<file path="src/rtl/fsm_stim_pkg.sv">
// Shared definitions for the Mealy-controller stimulus driver: state
// encoding, pin bit positions and the default idle stimulus vector.
package fsm_stim_pkg;

  // Driver FSM state encoding (2-bit, kept as plain constants for legacy tools)
  localparam logic [1:0] ST_IDLE  = 2'd0;
  localparam logic [1:0] ST_DRIVE = 2'd1;
  localparam logic [1:0] ST_RESP  = 2'd2;

  // Bit positions inside the packed {A0,A4,I3} stimulus vector
  localparam int VEC_A0 = 2;
  localparam int VEC_A4 = 1;
  localparam int VEC_I3 = 0;

  // Bit positions inside the packed {U4,U8,O3} response vector
  localparam int RSP_U4 = 2;
  localparam int RSP_U8 = 1;
  localparam int RSP_O3 = 0;

  // Stimulus applied to the controller whenever no command is in flight
  localparam logic [2:0] IDLE_VEC_DEFAULT = 3'b000;

endpackage

</file>
<file path="src/rtl/fsm_stim_if.sv">
// Command and response handshakes of the stimulus driver. The master side
// issues commands and consumes summaries; the slave side is the driver.
interface fsm_stim_if #(
  parameter int REP_W = 4
) ();

  logic             cmd_valid;
  logic             cmd_ready;
  logic [2:0]       cmd_vec;
  logic [REP_W-1:0] cmd_len;

  logic             rsp_valid;
  logic             rsp_ready;
  logic [2:0]       rsp_or;
  logic [2:0]       rsp_last;
  logic [REP_W:0]   rsp_hits;

  modport master (
    output cmd_valid, cmd_vec, cmd_len, rsp_ready,
    input  cmd_ready, rsp_valid, rsp_or, rsp_last, rsp_hits
  );

  modport slave (
    input  cmd_valid, cmd_vec, cmd_len, rsp_ready,
    output cmd_ready, rsp_valid, rsp_or, rsp_last, rsp_hits
  );

endinterface

</file>
<file path="src/rtl/fsm_stim_acc.sv">
// Response accumulator: ORs every sampled controller output, keeps the most
// recent sample, and counts samples with any output bit high.
module fsm_stim_acc #(
  parameter int REP_W = 4
) (
  input  logic             clk,
  input  logic             rst,
  input  logic             clr_i,
  input  logic             en_i,
  input  logic [2:0]       sample_i,
  output logic [2:0]       or_o,
  output logic [2:0]       last_o,
  output logic [REP_W:0]   hits_o
);

  // One extra bit holds the full 2^REP_W count, so no saturation is needed
  localparam logic [REP_W:0] HIT_ONE = 1;

  logic [2:0]     or_q,   or_d;
  logic [2:0]     last_q, last_d;
  logic [REP_W:0] hits_q, hits_d;

  // Next-state: clear wins over enable; otherwise fold in the current sample
  always_comb begin
    or_d   = or_q;
    last_d = last_q;
    hits_d = hits_q;
    if (clr_i) begin
      or_d   = '0;
      last_d = '0;
      hits_d = '0;
    end else if (en_i) begin
      or_d   = or_q | sample_i;
      last_d = sample_i;
      if (|sample_i) begin
        hits_d = hits_q + HIT_ONE;
      end
    end
  end

  // Accumulator registers with synchronous reset
  always_ff @(posedge clk) begin
    if (rst) begin
      or_q   <= '0;
      last_q <= '0;
      hits_q <= '0;
    end else begin
      or_q   <= or_d;
      last_q <= last_d;
      hits_q <= hits_d;
    end
  end

  assign or_o   = or_q;
  assign last_o = last_q;
  assign hits_o = hits_q;

endmodule

</file>
<file path="src/rtl/fsm_stim_driver.sv">
// Command-driven stimulus transmitter for the 6-state Mealy controller.
// Drives a latched {A0,A4,I3} vector for cmd_len+1 cycles, collects the
// {U4,U8,O3} response and hands back one summary per command.
module fsm_stim_driver
  import fsm_stim_pkg::*;
#(
  parameter int         REP_W    = 4,
  parameter logic [2:0] IDLE_VEC = IDLE_VEC_DEFAULT
) (
  input  logic      clk,
  input  logic      rst,
  fsm_stim_if.slave bus,
  output logic      A0,
  output logic      A4,
  output logic      I3,
  input  logic      U4,
  input  logic      U8,
  input  logic      O3
);

  localparam logic [REP_W-1:0] CNT_ONE = 1;

  logic [1:0]       state_q, state_d;
  logic [REP_W-1:0] cnt_q, cnt_d;
  logic [2:0]       pins_q, pins_d;
  logic             cmd_ready_q, cmd_ready_d;
  logic             rsp_valid_q, rsp_valid_d;
  logic             acc_clr;
  logic             acc_en;
  logic [2:0]       sample;

  // Pack the controller outputs into the {U4,U8,O3} ordering
  always_comb begin
    sample         = '0;
    sample[RSP_U4] = U4;
    sample[RSP_U8] = U8;
    sample[RSP_O3] = O3;
  end

  // FSM next-state; the pin register doubles as the latched command vector
  // and every output is computed one cycle ahead so all of them are flops
  always_comb begin
    state_d     = state_q;
    cnt_d       = cnt_q;
    pins_d      = pins_q;
    cmd_ready_d = cmd_ready_q;
    rsp_valid_d = rsp_valid_q;
    acc_clr     = 1'b0;
    acc_en      = 1'b0;
    case (state_q)
      ST_IDLE: begin
        if (bus.cmd_valid && cmd_ready_q) begin
          state_d     = ST_DRIVE;
          cnt_d       = bus.cmd_len;
          pins_d      = bus.cmd_vec;
          cmd_ready_d = 1'b0;
          acc_clr     = 1'b1;
        end
      end
      ST_DRIVE: begin
        acc_en = 1'b1;
        if (cnt_q == '0) begin
          state_d     = ST_RESP;
          pins_d      = IDLE_VEC;
          rsp_valid_d = 1'b1;
        end else begin
          cnt_d = cnt_q - CNT_ONE;
        end
      end
      ST_RESP: begin
        if (bus.rsp_ready) begin
          state_d     = ST_IDLE;
          rsp_valid_d = 1'b0;
          cmd_ready_d = 1'b1;
        end
      end
      default: begin
        state_d     = ST_IDLE;
        pins_d      = IDLE_VEC;
        cmd_ready_d = 1'b1;
        rsp_valid_d = 1'b0;
      end
    endcase
  end

  // State, counter and output registers; reset discards any in-flight command
  always_ff @(posedge clk) begin
    if (rst) begin
      state_q     <= ST_IDLE;
      cnt_q       <= '0;
      pins_q      <= IDLE_VEC;
      cmd_ready_q <= 1'b1;
      rsp_valid_q <= 1'b0;
    end else begin
      state_q     <= state_d;
      cnt_q       <= cnt_d;
      pins_q      <= pins_d;
      cmd_ready_q <= cmd_ready_d;
      rsp_valid_q <= rsp_valid_d;
    end
  end

  fsm_stim_acc #(
    .REP_W (REP_W)
  ) u_acc (
    .clk      (clk),
    .rst      (rst),
    .clr_i    (acc_clr),
    .en_i     (acc_en),
    .sample_i (sample),
    .or_o     (bus.rsp_or),
    .last_o   (bus.rsp_last),
    .hits_o   (bus.rsp_hits)
  );

  assign A0            = pins_q[VEC_A0];
  assign A4            = pins_q[VEC_A4];
  assign I3            = pins_q[VEC_I3];
  assign bus.cmd_ready = cmd_ready_q;
  assign bus.rsp_valid = rsp_valid_q;

endmodule

</file>
<file path="src/flat_wrapper.sv">
// flat-port wrapper written by rule: the top's interface ports become plain ports
module fsm_stim_driver_flat import fsm_stim_pkg::*;
#(
  parameter int         REP_W    = 4,
  parameter logic [2:0] IDLE_VEC = IDLE_VEC_DEFAULT
)
  (clk, rst, A0, A4, I3, U4, U8, O3, bus_cmd_valid, bus_cmd_vec, bus_cmd_len, bus_rsp_ready, bus_cmd_ready, bus_rsp_valid, bus_rsp_or, bus_rsp_last, bus_rsp_hits);
  fsm_stim_if #(.REP_W(REP_W)) bus_i ();
  input  logic clk;
  input  logic rst;
  output logic A0;
  output logic A4;
  output logic I3;
  input  logic U4;
  input  logic U8;
  input  logic O3;
  input wire logic [$bits(bus_i.cmd_valid)-1:0] bus_cmd_valid;
  input wire logic [$bits(bus_i.cmd_vec)-1:0] bus_cmd_vec;
  input wire logic [$bits(bus_i.cmd_len)-1:0] bus_cmd_len;
  input wire logic [$bits(bus_i.rsp_ready)-1:0] bus_rsp_ready;
  output wire logic [$bits(bus_i.cmd_ready)-1:0] bus_cmd_ready;
  output wire logic [$bits(bus_i.rsp_valid)-1:0] bus_rsp_valid;
  output wire logic [$bits(bus_i.rsp_or)-1:0] bus_rsp_or;
  output wire logic [$bits(bus_i.rsp_last)-1:0] bus_rsp_last;
  output wire logic [$bits(bus_i.rsp_hits)-1:0] bus_rsp_hits;
  assign bus_i.cmd_valid = bus_cmd_valid;
  assign bus_i.cmd_vec = bus_cmd_vec;
  assign bus_i.cmd_len = bus_cmd_len;
  assign bus_i.rsp_ready = bus_rsp_ready;
  assign bus_cmd_ready = bus_i.cmd_ready;
  assign bus_rsp_valid = bus_i.rsp_valid;
  assign bus_rsp_or = bus_i.rsp_or;
  assign bus_rsp_last = bus_i.rsp_last;
  assign bus_rsp_hits = bus_i.rsp_hits;
  fsm_stim_driver #(.REP_W(REP_W), .IDLE_VEC(IDLE_VEC)) u_core (.clk(clk), .rst(rst), .bus(bus_i), .A0(A0), .A4(A4), .I3(I3), .U4(U4), .U8(U8), .O3(O3));
endmodule
</file>
<file path="config.mk">
export PLATFORM = sky130hd
export DESIGN_NAME = fsm_stim_driver_flat
export DESIGN_NICKNAME = d
export VERILOG_FILES = /design/src/rtl/fsm_stim_pkg.sv /design/src/rtl/fsm_stim_if.sv /design/src/rtl/fsm_stim_acc.sv /design/src/rtl/fsm_stim_driver.sv /design/src/flat_wrapper.sv
export SDC_FILE = /design/constraint.sdc
export NUM_CORES = 1
export LEC_CHECK = 0
export BUFFER_PORTS_ARGS = -buffer_cell sky130_fd_sc_hd__buf_2
export CELL_PAD_IN_SITES_DETAIL_PLACEMENT = 2
export CELL_PAD_IN_SITES_GLOBAL_PLACEMENT = 2
export CORE_AREA = 2 2 77 61
export CTS_BUF_LIST = sky130_fd_sc_hd__clkbuf_4
export CTS_CLUSTER_DIAMETER = 100
export DETAILED_ROUTE_END_ITERATION = 10
export DIE_AREA = 0 0 79 63
export HOLD_SLACK_MARGIN = 0.06
export PLACE_DENSITY_LB_ADDON = 0.1
export SLEW_MARGIN = 20
export SYNTH_ARGS = -nofsm -noshare
export SYNTH_HDL_FRONTEND = slang
export SYNTH_SLANG_ARGS = --single-unit
</file>
<file path="constraint.sdc">
create_clock -name clk -period 1.66 [get_ports clk]
set_input_delay 0.166 -clock clk [delete_from_list [all_inputs] [get_ports clk]]
set_output_delay 0.166 -clock clk [all_outputs]
set_load 0.005 [all_outputs]
</file>
# [Yosys cells after proc, flatten, opt, wreduce, memory -nomap -nowiden]
# Index checks and enable logic that the tools add are counted.
[op_classes] addsub=2 n_eq_ne=6 muxes=19 bitwise_logic=4 reduce_logical=12
[ops] operator="$reduce_and A3 Y1" count=5
[ops] operator="$pmux W3 S3" count=1
[ops] operator="$mux W4" count=2
[ops] operator="$pmux W4 S2" count=1
[ops] operator="$mux W1" count=7
[ops] operator="$mux W2" count=3
[ops] operator="$mux W3" count=2
[ops] operator="$pmux W1 S3" count=2
[ops] operator="$pmux W2 S3" count=1
[ops] operator="$add A5 B1 Y5 const B" count=1
[ops] operator="$logic_not A4 Y1" count=1
[ops] operator="$ne A2 B1 Y1 const B" count=2
[ops] operator="$ne A2 B2 Y1 const B" count=2
[ops] operator="$sub A4 B1 Y4 const B" count=1
[ops] operator="$not A1 Y1" count=3
[ops] operator="$or A3 B3 Y3" count=1
[ops] operator="$reduce_or A3 Y1" count=1
[ops] operator="$eq A2 B1 Y1 const B" count=1
[ops] operator="$eq A2 B2 Y1 const B" count=1
[ops] operator="$logic_not A2 Y1" count=1
[ops] operator="$reduce_and A2 Y1" count=1
[ops] operator="$reduce_bool A2 Y1" count=1
[ops] operator="$reduce_or A2 Y1" count=1
[ops] operator="$logic_and A1 B1 Y1" count=1
[word_totals] register_bits=22 input_bits=14 output_inout_bits=16 wordCells=51

# [Logic depth before layout (Yosys ltp)]
# Gate-level depths: netlist (run 1).
[depth] word_depth=4 mapped_depth=6 ltp_nobuf=6

# [By module]
# Synthesis (run 1) repeated with hierarchy kept, for this count alone.
[hier_totals] cells_unflattened=111 hier_area_um2=1031.0
[modules_own_cells] module="fsm_stim_driver" n_inst=1 cells_each=66 area_each_um2=594.3 seq_area_each_um2=220.2
[modules_own_cells] module="fsm_stim_acc" n_inst=1 cells_each=45 area_each_um2=436.7 seq_area_each_um2=220.2

# [Worst setup path after synthesis (run 1)]
# Ideal clock, no wire load.
[synth_path] path_type="register to register" from="register u_core.cnt_q[0]" to="register u_core.cnt_q[0]" t_arrival_ns=1.281 required_time_ns=1.574 setup_slack_ns=0.293 path_stages_with_launch=7 n_path_buf=0 period_less_slack_ns=1.367 path_cell_list="dfxtp_1 inv_1 ha_1 nor3b_2 o21ai_2 o21ai_2 a221oi_2"
[synth_between] elab_chain_len=3
[synth_rtl] element="start, declared" line="fsm_stim_driver.sv:24" rtl="logic [REP_W-1:0] cnt_q, cnt_d;"
[synth_rtl] element="start signal, assigned" line="fsm_stim_driver.sv:96" rtl="cnt_q <= cnt_d;"
[synth_rtl] element="$sub A4 B1 Y4 / $logic_not A4 Y1 (equally long branches)" line="fsm_stim_driver.sv:67, fsm_stim_driver.sv:62"
[synth_rtl] element="$mux W4 / $ne A2 B2 Y1 (equally long branches)"
[synth_rtl] element="$pmux W4 S2 / $reduce_and A3 Y1 (equally long branches)"
# Parallel ways exist; a longest one is shown, timed or not. The select of a mux whose other input is x is not followed.
# A chain may end at the register's enable or synchronous reset.

# [Worst setup path after layout (run 1)]
[layout_path] from="register u_core.cnt_q[0]" to="register u_core.cnt_q[2]"
# Same word-level chain as after synthesis.

==> impl_metrics.tcl, run 1 <==
set metrics [dict create \
    status "complete, no violations" \
    max_slew_margin_pct 66.9 \
    dp_hpwl_mm 2.09 \
    p_per_area_nw_per_um2 978 \
    drive_gt1_share_pct 28.8 \
    num_rows 21 \
    final_common_cell "buf_2" \
    syn2layout_area_growth_pct 23.2 \
    min_path_type "input pin to flop" \
    post_synth_num_cell_types 31 \
    drcViolationCount 0 \
    p_seq_share_pct 50.7 \
    diodes 0 \
    tritoncts "yes" \
    leakagePower_nw 0.493 \
    wirelength_mm 2.78 \
    drv_slew 0 \
    num_vias 913 \
    initial_core_util_pct 23.8 \
    clkSinkCount 22 \
    preCtsSetupSlack_ns 0.115 \
    crit_fanout 5 \
    htreeDepth 1 \
    avgViaCountPerCell 4.50 \
    root_buffer "clkbuf_4" \
    dieWidth_um 79 \
    critical_path.endpoint_type "flop" \
    startpoint_type "flop" \
    netlist_area_um2 1010 \
    synth_seq_area_share_pct 43.5 \
    hold_viol 0 \
    gr-total-overflow 0 \
    final_nets 163 \
    ios 30 \
    finClkSkew_ns 0.00585 \
    place_area_um2 1210 \
    power_frac_comb_pct 27.6 \
    post_drt_wl_per_cell_um 13.7 \
    drt-initial-drc-count 14 \
    cts_buffer_depth 2 \
    grt_first_pass_wirelength_mm 4.90 \
    synthesis.nets 132 \
    crit_required_ns 1.92 \
    period_minus_slack_ns 1.53 \
    firstDrtPassIters 3 \
    arrival_ns 1.80 \
    cts_buffers 3 \
    dieArea_um2 4980 \
    grt_max_degree 15 \
    switching_share_pct 33.5 \
    synth_cells 116 \
    antenna_left 0 \
    track_usage_pct 12.8 \
    avgSynthCellArea_um2 8.74 \
    synth-seq-cells 22 \
    period_share_pct 92.3 \
    coreArea_um2 4260 \
    worst_pin_slew_ns 0.497 \
    p_int_mw 0.812 \
    r2r_setup_slack_ns 0.13 \
    vdd_drop_max_uv 289 \
    setup_violations 0 \
    antenna_found_initial 0 \
    tns_ns 0 \
    switchingPower_mw 0.410 \
    layout_common_cells "buf_2, dfxtp_1, a21oi_1, nand2_1, nor2_1" \
    max_cap_violations 0 \
    portBuffers 29 \
    reg2reg_depth 6 \
    finalWorstSetupSlack_ns 0.127 \
    insertion_delay_ns 0.32 \
    p_clk_share_pct 21.8 \
    clkTransAtPathRegs_ns 0.13 \
    hold_depth 3 \
    grt_pass1_vias 977 \
    timing_worst_setup_path_type "flop to flop" \
    yosysWarnings 0 \
    max_freq_mhz 652 \
    gp_congestion 0.721 \
    fin_area_um2 1250 \
    rsz0062_at_grt "yes" \
    power_mw 1.22 \
    die_h_um 63 \
]
[cell type report]
cell class / instances / area, um^2
Timing Repair Buffer: 32 / 168
Clock buffer: 3 / 22.5
Inverter: 3 / 11.3
Clock inverter: 1 / 3.75
Multi-Input combinational cell: 85 / 532
Sequential cell: 22 / 440
Fill cell: 517 / 3010
Tap cell: 57 / 71.3
[Yosys cell counts]
master	instances	area (um^2)
clkbuf_1	1	3.75
buf_6	2	22.5
nand2b_4	1	13.8
ha_1	2	25.0
buf_4	1	7.51
o21a_1	1	7.51
a22o_1	1	8.76
o21ai_2	2	17.5
mux2_1	1	11.3
nand3_1	3	15.0
o21bai_1	1	7.51
o21ai_1	2	10.0
xnor2_1	4	35.0
nand2_1	17	63.8
o21ai_0	2	10.0
nor3b_2	2	25.0
inv_1	3	11.3
o211ai_1	1	7.51
nor3b_1	2	15.0
nor2_1	13	48.8
dfxtp_1	22	440
nand2b_1	2	12.5
nand4bb_4	1	27.5
nor3_1	3	15.0
nor2b_1	2	12.5
buf_2	2	10.0
a2bb2oi_1	1	8.76
a221oi_2	1	15.0
nand3b_1	1	7.51
nor4_1	2	12.5
a21oi_1	17	85.1
[power by group through the flow]
stage                     Sequential [mW]  Combinational, mW  Clock (mW)
after detailed placement            0.630              0.325           0
after global routing                0.629              0.382       0.314
final                               0.619              0.337       0.266
after CTS                           0.618              0.326       0.288
after global placement              0.629              0.316           0
after floorplan                     0.617              0.234           0
[layer usage]
metal / GRT usage [%] / wire (um) / part of all wire, %
met4: 3.23 / 18 / 0.65
met1: 16.9 / 1410 / 51
met5: 0 / 0 / 0
met3: 4.05 / 98 / 3.5
met2: 20.3 / 1250 / 45
[registers in the layout, summed over array words and instances, names as in the netlist]
| register | count |
|---|---|
| u_core.cnt_q | 4 |
| u_core.u_acc.last_o | 3 |
| u_core.bus.cmd_ready | 1 |
| u_core.u_acc.or_o | 3 |
| u_core.state_q | 2 |
| u_core.bus.rsp_valid | 1 |
| u_core.u_acc.hits_o | 5 |
| u_core.pins_q | 3 |
[critical path, cell delays in order, from the launching register on]
cell and delay, ns:
dfxtp_1 0.34, inv_1 0.11, ha_1 0.21, nor3b_4 0.33, o21a_1 0.25, o21ai_1 0.11, a21oi_1 0.14
[metrics by stage]
step	cells	utilization (%)	hold WS (ns)
2_1_floorplan	116	-	0.232
3_3_place_gp	199	28.4	0.407
3_5_place_dp	199	28.4	0.423
4_1_cts	203	29.0	0.0692
5_1_grt	203	29.3	0.0671
6_report	203	29.3	0.0781
[what timing repair did]
| item | CTS | global route |
|---|---|---|
| endpoints found under the hold margin | 0 | 0 |
| resized for setup | 0 | 3 |
| setup buffers | 0 | 0 |
| setup endpoints to repair | 0 | 6 |
| hold buffers | 0 | 0 |
[kinds of logic (layout without fill, tap and decap cells)]
kind of cell | after synthesis | in the layout | share of synthesized area [%]
AND/OR/NAND/NOR | 49 | 49 | 26.5
AO/OA/AOI/OAI | 29 | 29 | 17.5
flip-flops | 22 | 22 | 43.5
buffers and inverters | 9 | 39 | 5.43
XOR/XNOR | 4 | 4 | 3.46
adder cells (fa/ha/maj) | 2 | 2 | 2.47
multiplexers | 1 | 1 | 1.11
[path summary, 6_finish.rpt]
kind / startpoint / end
worst max-delay path: u_core.cnt_q[0]$_SDFFE_PP0P_ / u_core.cnt_q[2]$_SDFFE_PP0P_
worst min-delay path: bus_cmd_vec[1] / u_core.pins_q[1]$_SDFFE_PP0P_
worst max register to register: u_core.cnt_q[0]$_SDFFE_PP0P_ / u_core.cnt_q[2]$_SDFFE_PP0P_
worst min register to register: u_core.u_acc.last_o[1]$_SDFFE_PP0N_ / u_core.u_acc.last_o[1]$_SDFFE_PP0N_
(Power assumes the default switching activity.)
==> inputs of run 2 (changes only) <==
--- a/config.mk
+++ b/config.mk
@@ -8,14 +8,14 @@
 export BUFFER_PORTS_ARGS = -buffer_cell sky130_fd_sc_hd__buf_2
 export CELL_PAD_IN_SITES_DETAIL_PLACEMENT = 2
 export CELL_PAD_IN_SITES_GLOBAL_PLACEMENT = 2
-export CORE_AREA = 2 2 77 61
+export CORE_AREA = 2 2 67 69
 export CTS_BUF_LIST = sky130_fd_sc_hd__clkbuf_4
 export CTS_CLUSTER_DIAMETER = 100
 export DETAILED_ROUTE_END_ITERATION = 10
-export DIE_AREA = 0 0 79 63
+export DIE_AREA = 0 0 69 71
 export HOLD_SLACK_MARGIN = 0.06
 export PLACE_DENSITY_LB_ADDON = 0.1
-export SLEW_MARGIN = 20
+export RECOVER_POWER = 25
 export SYNTH_ARGS = -nofsm -noshare
 export SYNTH_HDL_FRONTEND = slang
 export SYNTH_SLANG_ARGS = --single-unit
==> impl_metrics.tcl, run 2 (synthesized netlist as in run 1, its figures left out) <==
set metrics [dict create \
    status "complete, no violations" \
    coreArea_um2 4200 \
    arrival_ns 1.76 \
    post_drt_wl_per_cell_um 13.6 \
    final_nets 166 \
    drcViolationCount 0 \
    max_cap_violations 0 \
    p_per_area_nw_per_um2 1080 \
    rsz0062_at_grt "no" \
    rr_startpoint "u_core.cnt_q[0]$_SDFFE_PP0P_" \
    wirelength_mm 2.74 \
    layout_common_cells "buf_2, dfxtp_1, a21oi_1, nand2_1, nor2_1" \
    min_path_type "input pin to flop" \
    gr-total-overflow 0 \
    finalWorstSetupSlack_ns 0.119 \
    hold_buffers 0 \
    dieWidth_um 69 \
    drive_gt1_share_pct 28.2 \
    setup_violations 0 \
    post-cts-setup-buffer-count 0 \
    die_h_um 71 \
    ctsResizeCount 0 \
    clkSinkCount 22 \
    period_minus_slack_ns 1.54 \
    crit_required_ns 1.88 \
    final_common_cell "buf_2" \
    leakagePower_nw 0.500 \
    avgViaCountPerCell 4.61 \
    antenna_left 0 \
    diodes 0 \
    regArea_um2 440 \
    timing_worst_setup_path_type "flop to flop" \
    root_buffer "clkbuf_4" \
    vdd_drop_max_uv 352 \
    worst_pin_slew_ns 0.446 \
    insertion_delay_ns 0.32 \
    cts_buffer_depth 2 \
    dieArea_um2 4900 \
    max_slew_margin_pct 70.3 \
    htreeDepth 1 \
    crit_fanout 5 \
    portBuffers 29 \
    worstHoldStart "O3" \
    stdcell_count 201 \
    track_usage_pct 11.8 \
    reg2reg_depth 7 \
    r2r_setup_slack_ns 0.12 \
    fin_util_pct 30.3 \
    min_to "u_core.u_acc.last_o[0]$_SDFFE_PP0N_" \
    largest_reg_flops 5 \
    max_freq_mhz 649 \
    tns_ns 0 \
    initial_core_util_pct 24.1 \
    startpoint_type "flop" \
    firstDrtPassIters 3 \
    cts_buffers 3 \
    r2r_end "u_core.cnt_q[3]$_SDFFE_PP0P_" \
    hold_viol 0 \
    antenna_found_initial 0 \
    tritoncts "yes" \
    clkTransAtPathRegs_ns 0.14 \
    drv_slew 0 \
    grt_max_degree 14 \
    fillers 502 \
    multi_input_area_um2 518 \
    grt_first_pass_wirelength_mm 4.62 \
    place_inst 196 \
    period_share_pct 92.9 \
    num_vias 927 \
    ios 30 \
    hold_depth 3 \
    grt_pass1_vias 994 \
    dp_hpwl_mm 2.13 \
    num_rows 24 \
    drt-initial-drc-count 12 \
    gp_congestion 0.751 \
    finClkSkew_ns 0.0116 \
    preCtsSetupSlack_ns 0.134 \
    critical_path.endpoint_type "flop" \
    syn2layout_area_growth_pct 25.6 \
]
-- run 2: layout make-up --
class | count | area share (%)
Timing Repair Buffer | 35 | 14.6
Clock inverter | 1 | 2.36
Multi-Input combinational cell | 85 | 40.7
Sequential cell | 22 | 34.6
Inverter | 3 | 0.885
Tap cell | 52 | 5.11
Clock buffer | 3 | 1.77
-- run 2: worst max-delay path by stage --
| stage | startpoint | end | slack, ns | depth (start not counted) |
|---|---|---|---|---|
| 2_1_floorplan | u_core.cnt_q[0]$_SDFFE_PP0P_ | u_core.cnt_q[0]$_SDFFE_PP0P_ | 0.29 | 6 |
| 3_3_place_gp | u_core.cnt_q[0]$_SDFFE_PP0P_ | u_core.cnt_q[0]$_SDFFE_PP0P_ | 0.20 | 6 |
| 3_5_place_dp | u_core.cnt_q[1]$_SDFFE_PP0P_ | u_core.cnt_q[0]$_SDFFE_PP0P_ | 0.13 | 6 |
| 4_1_cts | u_core.cnt_q[1]$_SDFFE_PP0P_ | u_core.cnt_q[0]$_SDFFE_PP0P_ | 0.09 | 6 |
| 5_1_grt | u_core.cnt_q[1]$_SDFFE_PP0P_ | u_core.pins_q[0]$_SDFFE_PP0P_ | 0.001 | 6 |
| 6_report | u_core.cnt_q[0]$_SDFFE_PP0P_ | u_core.cnt_q[3]$_SDFFE_PP0P_ | 0.12 | 7 |
-- run 2: per-stage QoR --
step	power (mW)	instance area (um^2)	hold slack, ns
floorplan	0.852	1010	0.232
global placement	0.948	1220	0.414
detailed placement	0.961	1220	0.432
CTS	1.40	1270	0.0723
global route	1.47	1270	0.0665
finish	1.37	1270	0.0931
-- run 2: metal layers --
layer	GRT usage (%)	vias up	wire length, um
li1	-	461	-
met4	3.92	0	24
met5	0	-	0
met3	2.28	2	72
met1	13.4	453	1130
met2	22.1	11	1510
-- run 2: critical path, cell delays in order, from the launching register on --
cell and delay (ns):
dfxtp_1 0.34, inv_1 0.10, ha_1 0.20, nor3b_2 0.36
o21ai_2 0.16, buf_4 0.17, nand2_1 0.06, a21oi_1 0.06
-- run 2: report_power, final --
part | internal (mW) | switching, mW
Clock | 0.244 | 0.182
Combinational | 0.152 | 0.180
Sequential | 0.574 | 0.0426
==> inputs of run 3 (changes only) <==
--- a/config.mk
+++ b/config.mk
@@ -14,7 +14,7 @@
 export DETAILED_ROUTE_END_ITERATION = 10
 export DIE_AREA = 0 0 69 71
 export HOLD_SLACK_MARGIN = 0.06
-export PLACE_DENSITY_LB_ADDON = 0.1
+export PLACE_DENSITY = 0.72
 export RECOVER_POWER = 25
 export SYNTH_ARGS = -nofsm -noshare
 export SYNTH_HDL_FRONTEND = slang
==> impl_metrics.tcl, run 3 (synthesized netlist as in run 1, its figures left out) <==
set metrics [dict create \
    rsz0062_at_grt "no" \
    num_vias 937 \
    finalWorstSetupSlack_ns 0.119 \
    r2r_setup_slack_ns 0.12 \
    drcViolationCount 0 \
    grt_first_pass_wirelength_mm 4.73 \
    max_freq_mhz 649 \
    min_path_type "input pin to flop" \
    dieWidth_um 69 \
    layout_common_cells "buf_2, dfxtp_1, a21oi_1, nand2_1, nor2_1" \
    diodes 0 \
    antenna_found_initial 0 \
    clkTransAtPathRegs_ns 0.14 \
    tns_ns 0 \
    timing.hold.ws_ns 0.0853 \
    root_buffer "clkbuf_4" \
    ios 30 \
    avgViaCountPerCell 4.73 \
    arrival_ns 1.78 \
    period_share_pct 92.9 \
    hold_buffers 0 \
    initial_core_util_pct 24.1 \
    dieArea_um2 4900 \
    track_usage_pct 12.0 \
    firstDrtPassIters 2 \
    startpoint_type "flop" \
    timing_worst_setup_path_type "flop to flop" \
    clkSinkCount 22 \
    route.met2.wl_mm 1.39 \
    final_common_cell "buf_2" \
    largest_reg_flops 5 \
    dp_hpwl_mm 2.15 \
    portBuffers 29 \
    gp_congestion 0.781 \
    fin_util_pct 30.0 \
    crit_required_ns 1.90 \
    cts_buffer_depth 2 \
    preCtsSetupSlack_ns 0.109 \
    final_nets 163 \
    post_drt_wl_per_cell_um 14.1 \
    vdd_drop_max_uv 358 \
    htreeDepth 1 \
    reg2reg_depth 6 \
    place_area_um2 1190 \
    wl_met1_mm 1.25 \
    power_mw 1.37 \
    critical_path.endpoint_type "flop" \
    p_per_area_nw_per_um2 1090 \
    wl_met3_um 125 \
    stdcell_count 198 \
    drv_slew 0 \
    coreArea_um2 4200 \
    gr-total-overflow 0 \
    drive_gt1_share_pct 28.8 \
    status "complete, no violations" \
    leakagePower_nw 0.493 \
    worst_pin_slew_ns 0.419 \
    max_cap_violations 0 \
    place_inst 193 \
    antenna_left 0 \
    finClkSkew_ns 0.0132 \
    hold_depth 3 \
    num_rows 24 \
    setup_violations 0 \
    drt-initial-drc-count 19 \
    hold_viol 0 \
    wirelength_mm 2.80 \
    crit_fanout 5 \
    insertion_delay_ns 0.32 \
    cts_buffers 3 \
    die_h_um 71 \
    highest_layer "met4" \
    max_slew_margin_pct 72.1 \
    tritoncts "yes" \
    grt_pass1_vias 960 \
    fin_area_um2 1260 \
    syn2layout_area_growth_pct 24.3 \
    grt_max_degree 15 \
    period_minus_slack_ns 1.54 \
]
==> run 3: cell type report <==
type	count	area, um^2
inverter	3	11.3
clock buffer	3	22.5
clock inverter	1	30.0
timing repair buffer	32	164
multi-input combinational	85	524
fill	519	2940
tap	52	65.1
sequential	22	443
==> run 3: final timing paths <==
path | start | end
worst min register to register | u_core.u_acc.last_o[0]$_SDFFE_PP0N_ | u_core.u_acc.last_o[0]$_SDFFE_PP0N_
worst max register to register | u_core.cnt_q[0]$_SDFFE_PP0P_ | u_core.cnt_q[0]$_SDFFE_PP0P_
worst min-delay path | bus_cmd_vec[0] | u_core.pins_q[0]$_SDFFE_PP0P_
worst max-delay path | u_core.cnt_q[0]$_SDFFE_PP0P_ | u_core.cnt_q[0]$_SDFFE_PP0P_
==> run 3: what timing repair did <==
item | CTS | global route
buffers inserted | 0 | 1
resized for setup | 0 | 4
endpoints found under the hold margin | 0 | 0
endpoints found under the setup margin | 0 | 6
==> run 3: where the power goes <==
part	total, mW	leakage [nW]	switching, mW	internal (mW)
Sequential	0.629	0.180	0.0533	0.576
Clock	0.419	0.0279	0.175	0.244
Combinational	0.320	0.285	0.173	0.147
==> run 3: worst max-delay path, cell delays in order (launching register included) <==
cell and delay, ns:
dfxtp_2 0.35, inv_1 0.06, ha_1 0.23, nor3b_4 0.18, o21ai_2 0.28, o21ai_2 0.10
a221oi_2 0.26
==> run 3: per-layer routing <==
| layer | vias up | GRT usage, % |
|---|---|---|
| met1 | 458 | 14.8 |
| met3 | 4 | 2.85 |
| met4 | 0 | 4.58 |
| met5 | - | 0 |
| li1 | 455 | - |
| met2 | 20 | 20.3 |
